**config.mk**
```make
export PLATFORM = sky130hd
export DESIGN_NAME = instr_cache_responder_flat
export DESIGN_NICKNAME = d
export VERILOG_FILES = /design/src/rtl/instr_cache_responder_pkg.sv /design/src/rtl/instr_cache_responder_if.sv /design/src/rtl/instr_cache_perf_counter.sv /design/src/rtl/instr_cache_responder.sv /design/src/flat_wrapper.sv
export SDC_FILE = /design/constraint.sdc
export NUM_CORES = 1
export LEC_CHECK = 0
export ABC_AREA = 0
export CAP_MARGIN = 20
export CORE_MARGIN = 2
export CORE_UTILIZATION = 40
export CTS_BUF_LIST = sky130_fd_sc_hd__clkbuf_4 sky130_fd_sc_hd__clkbuf_8 sky130_fd_sc_hd__clkbuf_16
export DETAILED_ROUTE_END_ITERATION = 6
export HOLD_SLACK_MARGIN = 0.15
export PLACE_DENSITY_LB_ADDON = 0.05
export SYNTH_ARGS = -nofsm -noshare
export SYNTH_HDL_FRONTEND = slang
export SYNTH_HIERARCHICAL = 1
export SYNTH_SLANG_ARGS = --single-unit
```
**constraint.sdc**
```tcl
create_clock -name clock -period 16.9 [get_ports clock]
set_input_delay 1.69 -clock clock [delete_from_list [all_inputs] [get_ports clock]]
set_output_delay 1.69 -clock clock [all_outputs]
set_load 0.05 [all_outputs]
```
**src/rtl/instr_cache_responder_pkg.sv**
```systemverilog
// -----------------------------------------------------------------------------
// instr_cache_pkg
// Shared definitions for the direct-mapped instruction cache responder:
// default geometry, derived address-field widths, the NOP returned when no
// instruction is available, the idle PC sentinel and the refill FSM states.
// -----------------------------------------------------------------------------
package instr_cache_pkg;

    localparam int NUM_SETS        = 8;
    localparam int WORDS_PER_BLOCK = 4;

    localparam int OFFSET_W   = $clog2(WORDS_PER_BLOCK);
    localparam int INDEX_W    = $clog2(NUM_SETS);
    localparam int TAG_W      = 32 - INDEX_W - OFFSET_W - 2;
    localparam int BLOCK_W    = 32 * WORDS_PER_BLOCK;
    localparam int BLK_ADDR_W = 32 - OFFSET_W - 2;

    localparam logic [31:0] NOP       = 32'h0000_0013;
    localparam logic [31:0] IDLE_ADDR = 32'hFFFF_FFFC;

    typedef enum logic [1:0] {
        IDLE     = 2'd0,
        MEM_READ = 2'd1,
        UPDATE   = 2'd2
    } state_e;

    // Word address bits [31:2] all ones means the fetch unit is not requesting.
    function automatic logic is_idle_addr(input logic [29:0] word_addr);
        return (word_addr == IDLE_ADDR[31:2]);
    endfunction

endpackage

```
**src/rtl/instr_cache_responder_if.sv**
```systemverilog
// -----------------------------------------------------------------------------
// instr_cache_responder_if
// Bundles the fetch-side request/response signals, the refill handshake with
// instruction memory and the performance counter outputs.
//   slave  : the cache (consumes address/stall/memory data, drives the rest)
//   master : the environment (fetch unit + instruction memory)
// -----------------------------------------------------------------------------
interface instr_cache_responder_if;
    import instr_cache_pkg::*;

    logic [31:0]            address;
    logic                   stall;
    logic [31:0]            instruction;
    logic                   busywait;
    logic                   mem_read;
    logic [BLK_ADDR_W-1:0]  mem_address;
    logic [BLOCK_W-1:0]     mem_readdata;
    logic                   mem_busywait;
    logic [31:0]            hit_count;
    logic [31:0]            miss_count;

    modport slave (
        input  address, stall, mem_readdata, mem_busywait,
        output instruction, busywait, mem_read, mem_address, hit_count, miss_count
    );

    modport master (
        output address, stall, mem_readdata, mem_busywait,
        input  instruction, busywait, mem_read, mem_address, hit_count, miss_count
    );

endinterface

```
**src/rtl/instr_cache_perf_counter.sv**
```systemverilog
// -----------------------------------------------------------------------------
// instr_cache_perf_counter
// 32-bit event counter that sticks at all-ones instead of wrapping.
//   clock : rising-edge clock
//   reset : synchronous active-high clear
//   inc   : count one event this cycle
//   count : current (registered) value
// -----------------------------------------------------------------------------
module instr_cache_perf_counter (
    input  logic        clock,
    input  logic        reset,
    input  logic        inc,
    output logic [31:0] count
);

    logic [31:0] count_r;

    // Saturating increment with synchronous clear.
    always_ff @(posedge clock) begin
        if (reset) begin
            count_r <= 32'd0;
        end else if (inc && (count_r != 32'hFFFF_FFFF)) begin
            count_r <= count_r + 32'd1;
        end else begin
            count_r <= count_r;
        end
    end

    assign count = count_r;

endmodule

```
**src/rtl/instr_cache_responder.sv**
```systemverilog
// -----------------------------------------------------------------------------
// instr_cache_responder
// Direct-mapped instruction cache. Hits return the addressed word
// combinationally; a miss raises busywait in the same cycle and refills the
// whole line from instruction memory (IDLE -> MEM_READ -> UPDATE -> IDLE).
// Hit and miss events feed two saturating performance counters.
//   clock : rising-edge clock
//   reset : synchronous active-high; clears FSM, valid bits and counters
//   bus   : fetch interface, memory refill handshake and counter outputs
// -----------------------------------------------------------------------------
module instr_cache_responder #(
    parameter int NUM_SETS        = instr_cache_pkg::NUM_SETS,
    parameter int WORDS_PER_BLOCK = instr_cache_pkg::WORDS_PER_BLOCK
) (
    input  logic                     clock,
    input  logic                     reset,
    instr_cache_responder_if.slave   bus
);
    import instr_cache_pkg::*;

    localparam int OFF_BITS = $clog2(WORDS_PER_BLOCK);
    localparam int IDX_BITS = $clog2(NUM_SETS);
    localparam int TAG_BITS = 32 - IDX_BITS - OFF_BITS - 2;
    localparam int BLK_BITS = 32 - OFF_BITS - 2;

    state_e                 state_r;
    logic [NUM_SETS-1:0]    valid_r;
    logic [TAG_BITS-1:0]    tag_r  [NUM_SETS];
    logic [31:0]            data_r [NUM_SETS][WORDS_PER_BLOCK];
    logic [BLK_BITS-1:0]    blk_addr_r;

    logic [OFF_BITS-1:0]    offset_s;
    logic [IDX_BITS-1:0]    idx_s;
    logic [TAG_BITS-1:0]    tag_s;
    logic [IDX_BITS-1:0]    fill_idx_s;
    logic [TAG_BITS-1:0]    fill_tag_s;
    logic                   sentinel_s;
    logic                   hit_s;
    logic                   lookup_hit_s;
    logic                   miss_s;
    logic                   fill_s;
    logic                   busywait_s;
    logic [31:0]            instruction_s;
    logic                   unused_s;

    assign offset_s   = bus.address[OFF_BITS+1:2];
    assign idx_s      = bus.address[IDX_BITS+OFF_BITS+1:OFF_BITS+2];
    assign tag_s      = bus.address[31:32-TAG_BITS];
    assign sentinel_s = is_idle_addr(bus.address[31:2]);
    assign unused_s   = ^bus.address[1:0];

    // The latched block address already carries the refill line's index and tag.
    assign fill_idx_s = blk_addr_r[IDX_BITS-1:0];
    assign fill_tag_s = blk_addr_r[BLK_BITS-1:IDX_BITS];

    assign hit_s        = valid_r[idx_s] && (tag_r[idx_s] == tag_s);
    assign lookup_hit_s = (state_r == IDLE) && !sentinel_s && hit_s;
    assign miss_s       = (state_r == IDLE) && !sentinel_s && !hit_s;
    assign fill_s       = (state_r == MEM_READ) && !bus.mem_busywait;

    // Fetch response: word on a hit or idle NOP, otherwise stall with NOP.
    always_comb begin
        busywait_s    = 1'b1;
        instruction_s = NOP;
        case (state_r)
            IDLE: begin
                if (sentinel_s) begin
                    busywait_s    = 1'b0;
                    instruction_s = NOP;
                end else if (hit_s) begin
                    busywait_s    = 1'b0;
                    instruction_s = data_r[idx_s][offset_s];
                end else begin
                    busywait_s    = 1'b1;
                    instruction_s = NOP;
                end
            end
            default: begin
                busywait_s    = 1'b1;
                instruction_s = NOP;
            end
        endcase
    end

    assign bus.busywait    = busywait_s;
    assign bus.instruction = instruction_s;
    assign bus.mem_read    = (state_r == MEM_READ);
    assign bus.mem_address = blk_addr_r;

    // Refill FSM and per-line valid bits.
    always_ff @(posedge clock) begin
        if (reset) begin
            state_r    <= IDLE;
            valid_r    <= '0;
            blk_addr_r <= '0;
        end else begin
            case (state_r)
                IDLE: begin
                    if (miss_s) begin
                        blk_addr_r <= bus.address[31:OFF_BITS+2];
                        state_r    <= MEM_READ;
                    end else begin
                        state_r    <= IDLE;
                    end
                end
                MEM_READ: begin
                    if (!bus.mem_busywait) begin
                        valid_r[fill_idx_s] <= 1'b1;
                        state_r             <= UPDATE;
                    end else begin
                        state_r             <= MEM_READ;
                    end
                end
                UPDATE: begin
                    state_r <= IDLE;
                end
                default: begin
                    state_r <= IDLE;
                end
            endcase
        end
    end

    // Line tag/data storage; not cleared by reset, and a reset edge blocks the write.
    always_ff @(posedge clock) begin
        if (fill_s && !reset) begin
            tag_r[fill_idx_s] <= fill_tag_s;
            for (int w = 0; w < WORDS_PER_BLOCK; w++) begin
                data_r[fill_idx_s][w] <= bus.mem_readdata[w*32 +: 32];
            end
        end
    end

    instr_cache_perf_counter u_hit_cnt (
        .clock (clock),
        .reset (reset),
        .inc   (lookup_hit_s && !bus.stall),
        .count (bus.hit_count)
    );

    instr_cache_perf_counter u_miss_cnt (
        .clock (clock),
        .reset (reset),
        .inc   (miss_s),
        .count (bus.miss_count)
    );

endmodule
```
**src/flat_wrapper.sv**
```systemverilog
// flat-port wrapper written by rule: the top's interface ports become plain ports
module instr_cache_responder_flat import instr_cache_pkg::*;
#(
    parameter int NUM_SETS        = instr_cache_pkg::NUM_SETS,
    parameter int WORDS_PER_BLOCK = instr_cache_pkg::WORDS_PER_BLOCK
)
  (clock, reset, bus_address, bus_stall, bus_mem_readdata, bus_mem_busywait, bus_instruction, bus_busywait, bus_mem_read, bus_mem_address, bus_hit_count, bus_miss_count);
  instr_cache_responder_if bus_i ();
  input  logic clock;
  input  logic reset;
  input wire logic [$bits(bus_i.address)-1:0] bus_address;
  input wire logic [$bits(bus_i.stall)-1:0] bus_stall;
  input wire logic [$bits(bus_i.mem_readdata)-1:0] bus_mem_readdata;
  input wire logic [$bits(bus_i.mem_busywait)-1:0] bus_mem_busywait;
  output wire logic [$bits(bus_i.instruction)-1:0] bus_instruction;
  output wire logic [$bits(bus_i.busywait)-1:0] bus_busywait;
  output wire logic [$bits(bus_i.mem_read)-1:0] bus_mem_read;
  output wire logic [$bits(bus_i.mem_address)-1:0] bus_mem_address;
  output wire logic [$bits(bus_i.hit_count)-1:0] bus_hit_count;
  output wire logic [$bits(bus_i.miss_count)-1:0] bus_miss_count;
  assign bus_i.address = bus_address;
  assign bus_i.stall = bus_stall;
  assign bus_i.mem_readdata = bus_mem_readdata;
  assign bus_i.mem_busywait = bus_mem_busywait;
  assign bus_instruction = bus_i.instruction;
  assign bus_busywait = bus_i.busywait;
  assign bus_mem_read = bus_i.mem_read;
  assign bus_mem_address = bus_i.mem_address;
  assign bus_hit_count = bus_i.hit_count;
  assign bus_miss_count = bus_i.miss_count;
  instr_cache_responder #(.NUM_SETS(NUM_SETS), .WORDS_PER_BLOCK(WORDS_PER_BLOCK)) u_core (.clock(clock), .reset(reset), .bus(bus_i));
endmodule
```
==> reports/summary.txt <==
outcome = finished, final reports clean
xor-xnor portion of the synthesized cell area = 0.6119%
crit path DAT = 7030 ps
Post-CTS Setup Inserts = 0
final hold vios = 0
TritonRoute pass-1 iters = 7
# IOs = 290
Slew @ Worst Pin = 1091 ps
Nets = 2947
Worst setup SP type = input pin
cell leakage power = 19.13 nW
Tmin final = 8725 ps
PortBufs = 287
Worst-Skew Late Latency = 770 ps
Inserted Clock Buffers = 146
drt wl/cell = 27.07 um
most frequent cells in the layout = edfxtp_1 (1224), mux4_2 (357), clkdlybuf4s50_1 (281)
vias in the first global route = 26817
most common cell after layout, fill and taps aside = edfxtp_1
share of the synthesized area in compound gates (AO/OA/AOI/OAI) = 1.993%
Tcrit/Tclk final = 51.63%
clock share of power = 43.1%
share of cells above drive strength 1 = 23.07%
Critical Path Sink Type = output port
# setup viols final = 0
mean post-synth cell area = 21.15 sq um
mux cell area share after synthesis = 17.23%
Synth Instances = 2436
Synth Area in Adders = 0.04856%
Total Die Area = 131700 sq um
combinational family with the most area after synthesis = multiplexers
EDFF count, synth = 1224
DR vias = 25377
dpl hpwl = 67.12 mm
Synth top area share = 71.33%
Yosys warnings = 6
reg2reg path depth = 14
Final Wtd Congestion = 0.7599
Initial Util = 40.36%
combinational power share = 5.3%
Post-CTS Resized = 0
Yosys top cell by area = edfxtp_1
cell-internal power = 5.573 mW
Vias/cell = 5.560
worst r2r src = u_core/tag_r[5][12]
worst clock skew = 22.37 ps
CTS root buf = clkbuf_16
global-route usage over all layers = 18.91%
CTS tree = done
Cell variety after synth = 53
Overflow after GRT = 0
reg2reg end = u_core/u_hit_cnt/count[31]
Synth Area in Simple Gates = 3.547%
Top FF cell, synth = edfxtp_1
peak supply drop = 105.9 uV
Post-Route WL = 123.5 mm
Post-Place Cell Area = 56310 sq um
Cell Rows = 131
Area Growth Syn to Fin = 18.50%
Max Slew Vio Count = 0
fmax = 114.6 MHz
Routed Antenna Nets = 0
Fin Setup TNS = 0 ps
Seq/Total Area, Yosys = 75.29%
syn nets = 2602
Max-cap violations = 0
Reg power frac = 51.6%
top cells by area, synth = edfxtp_1 (71%), mux4_2 (16%), dfxtp_1 (4.0%)
placeable core area = 127700 sq um
largest net degree at the start of global routing = 110
Hold Buf Count CTS = 0
Critical Path RT = 15210 ps
max_slew headroom = 27.28%
Cell Pwr Density = 115.7 nW/um^2
RSZ-0062 raised after global routing = false
chip height = 362.9 um
drt drc = 0
Crit Path Category = input pin to output port
FF+latch count, synth = 1326
FF-to-FF setup slack = 11430 ps
hold path depth = 1
first-pass GRT wire length = 181.2 mm
Clock Path Buffers = 3
Clk pin slew, worst setup/hold paths = 50 ps
htree depth = 4
largest fanout on the critical path = 101
synthesized cell area = 51530 sq um
initial drt markers = 1948
Hold Path Sink = u_core/valid_r[5]
ys async rst share = 0%
antenna violations before repair = 29
final instance area = 61060 sq um
Hold WC Path Type = flip-flop to flip-flop
Switching Fraction = 21.12%
clock sink count = 1326
chip width = 362.9 um
net switching power = 1.492 mW
Worst Min Path Start = u_core/valid_r[5]
Yosys cell counts, drive strengths merged, types with 8 or more instances:
| cell type | number |
|---|---|
| xnor2 | 17 |
| mux4 | 357 |
| buf | 70 |
| and3 | 8 |
| edfxtp | 1224 |
| nand2 | 62 |
| xor2 | 19 |
| nor2b | 12 |
| o31ai | 24 |
| nor4 | 15 |
| a21o | 12 |
| nand3 | 32 |
| or4 | 24 |
| mux2i | 79 |
| nor2 | 66 |
| dfxtp | 102 |
| or3 | 22 |
| nand4 | 56 |
| o21ai | 44 |
| clkbuf | 63 |
| and4 | 9 |
| a21oi | 44 |
worst max-delay path by stage:
stage               cells after the start                  end        startpoint
finish                                 11  bus_instruction[16]    bus_address[5]
global placement                       11  bus_instruction[23]    bus_address[5]
CTS                                    11  bus_instruction[16]    bus_address[5]
global route                           11  bus_instruction[16]    bus_address[5]
detailed placement                     11  bus_instruction[16]    bus_address[5]
floorplan                               3  u_core/data_r[1][0]  bus_mem_busywait
power groups by stage:
stage	Combinational [mW]	Clock, mW	Sequential, mW
finish	0.376	3.05	3.64
global route	0.403	3.26	3.65
CTS	0.383	3.14	3.64
detailed placement	0.381	0	3.71
global placement	0.377	0	3.71
floorplan	0.193	0	3.74
layer usage:
layer | up-vias | part of all wire (%) | global-route usage (%)
li1 | 10991 | - | -
met5 | - | 0.14 | 0
met3 | 194 | 5.6 | 4.528
met1 | 13499 | 42 | 24.80
met4 | 30 | 2.1 | 5.655
met2 | 663 | 50 | 31.36
per-stage QoR:
step / setup WS, ps / std cells / util, % / hold slack (ps) / power (mW)
6_report: 8175 / 4564 / 47.82 / 446.3 / 7.065
3_5_place_dp: 8090 / 4291 / 44.10 / 439.8 / 4.094
2_1_floorplan: 3398 / 2436 / - / 421.0 / 3.930
5_1_grt: 7918 / 4563 / 47.82 / 465.6 / 7.311
4_1_cts: 8063 / 4554 / 47.73 / 453.2 / 7.162
3_3_place_gp: 8160 / 4291 / 44.10 / 427.0 / 4.086
logic make-up after synthesis:
logic type,Yosys count
buf+inv,140
compound gates,158
simple gates,334
mux,440
fa+ha+maj,2
flops,1326
xor+xnor,36
worst max-delay path, stage by stage:
cell	delay, ps
buf_8	640
buf_4	910
mux4_2	610
mux2i_1	320
xnor2_1	160
nor4_1	390
nand4_1	180
or2_2	580
buf_4	360
nor2_1	180
clkdlybuf4s50_1	830
cell type report:
type	instances	area, sq um
antenna	6	15.01
multi-input combinational	970	12150
tap	1662	2079
clock inverter	79	624.3
clock buffer	184	4010
fill	10463	66620
timing repair buffer	330	3359
sequential	1326	38800
inverter	7	26.28
flip-flops by register name, summed over array words and instances (netlist names):
register,flops
u_core/u_hit_cnt/count,32
u_core/data_r,1024
u_core/u_miss_cnt/count,32
u_core/tag_r,200
u_core/state_r,2
u_core/bus.mem_address,28
u_core/valid_r,8
Note: power is estimated with default switching activity, not from simulation.
==> variant: new RTL, same flow settings <==
Set the package constant `WORDS_PER_BLOCK` to 2 (it was 4).
--- a/src/rtl/instr_cache_responder_pkg.sv
+++ b/src/rtl/instr_cache_responder_pkg.sv
@@ -8,5 +8,5 @@
 
     localparam int NUM_SETS        = 8;
-    localparam int WORDS_PER_BLOCK = 4;
+    localparam int WORDS_PER_BLOCK = 2;
 
     localparam int OFFSET_W   = $clog2(WORDS_PER_BLOCK);
Ports: changed (resized bus_mem_address and bus_mem_readdata); port bits go from 290 to 227. The function was not compared with the original's and may differ.
==> variant against the unedited design <==
  * Sequential cell count is 503 lower
  * Register-to-register slack better by 0.36 ns
  * Combinational power is 34% lower
  * Largest cell class unchanged
  * Design area down 36%
  * Synthesized area shrank 37%
  * Setup slack better by 0.36 ns
  * Cell count decreased by 32%
  * Critical path type unchanged
  * Routed wire length shrank 37%
  * Critical endpoint is now bus_instruction[27]
  * Highest routed layer unchanged
  * Power fell by 37%
==> variant: results (changes against the unedited design) <==
- Outcome: completed
- Register area: 0.0237 mm^2 (-39%)
- Met1 Track Usage GR: 0.266 (+0.0185)
- Multi-input gate area: 0.00843 mm^2 (-31%)
- CTS Buf Count: 92 (-37%)
- # Taps: 1060 (-36%)
- Signal buffers: 258 (-22%)
- CP max stage delay: 0.87 ns (-0.04 ns)
- Initial DRC Count: 1101 (-43%)
- IO buf count: 224 (-22%)
- Final #Nets: 2073 (-30%)
- Worst R2R Start: u_core/tag_r[0][6]
- Routing usage on met3: 0.0376 (-0.00764)
- Placed insts: 2936 (-32%)
- Pre-CTS WS: 8.51 ns (+0.423 ns)
- Post-DP HPWL: 43800 um (-35%)
- Ant diodes: 2 (-4)
- First-pass GRT wire length: 116000 um (-36%)
- Sequential cell area share: 0.607 (-0.0279)
- CLK BUF: 124 (-33%)
- Layout cells sized above 1: 0.215 (-0.0157)
- Crit Path Max Fanout: 66 (-35%)
- Placed inst area: 0.0360 mm^2 (-36%)
- H-tree depth: 3 (-1)
- Grt met2 use: 0.302 (-0.0115)
- Final Instance Count excl. Fillers: 3109 (-32%)
==> variant: power by group through the flow <==
stage	registers, W	clock network, W	logic (W)
2_1_floorplan	0.00232	0	0.000124
3_3_place_gp	0.00230	0	0.000251
3_5_place_dp	0.00230	0	0.000253
4_1_cts	0.00226	0.00202	0.000254
5_1_grt	0.00226	0.00210	0.000266
6_report	0.00226	0.00197	0.000248
==> variant: layer usage <==
metal,vias to the layer above,wire (um)
met2,354,37500
li1,7610,-
met4,14,1470
met1,9154,35500
met3,119,3410
met5,-,89
==> variant: kinds of logic (layout without fill, tap and decap cells) <==
kind of cell | after synthesis | in the layout | share of synthesized area
compound gates | 158 | 158 | 0.0308
xor+xnor | 36 | 36 | 0.00970
fa+ha+maj | 2 | 2 | 0.000770
buf+inv | 102 | 436 | 0.0146
flops | 823 | 823 | 0.729
mux | 261 | 261 | 0.156
other cells | 0 | 2 | 0
simple gates | 331 | 331 | 0.0591
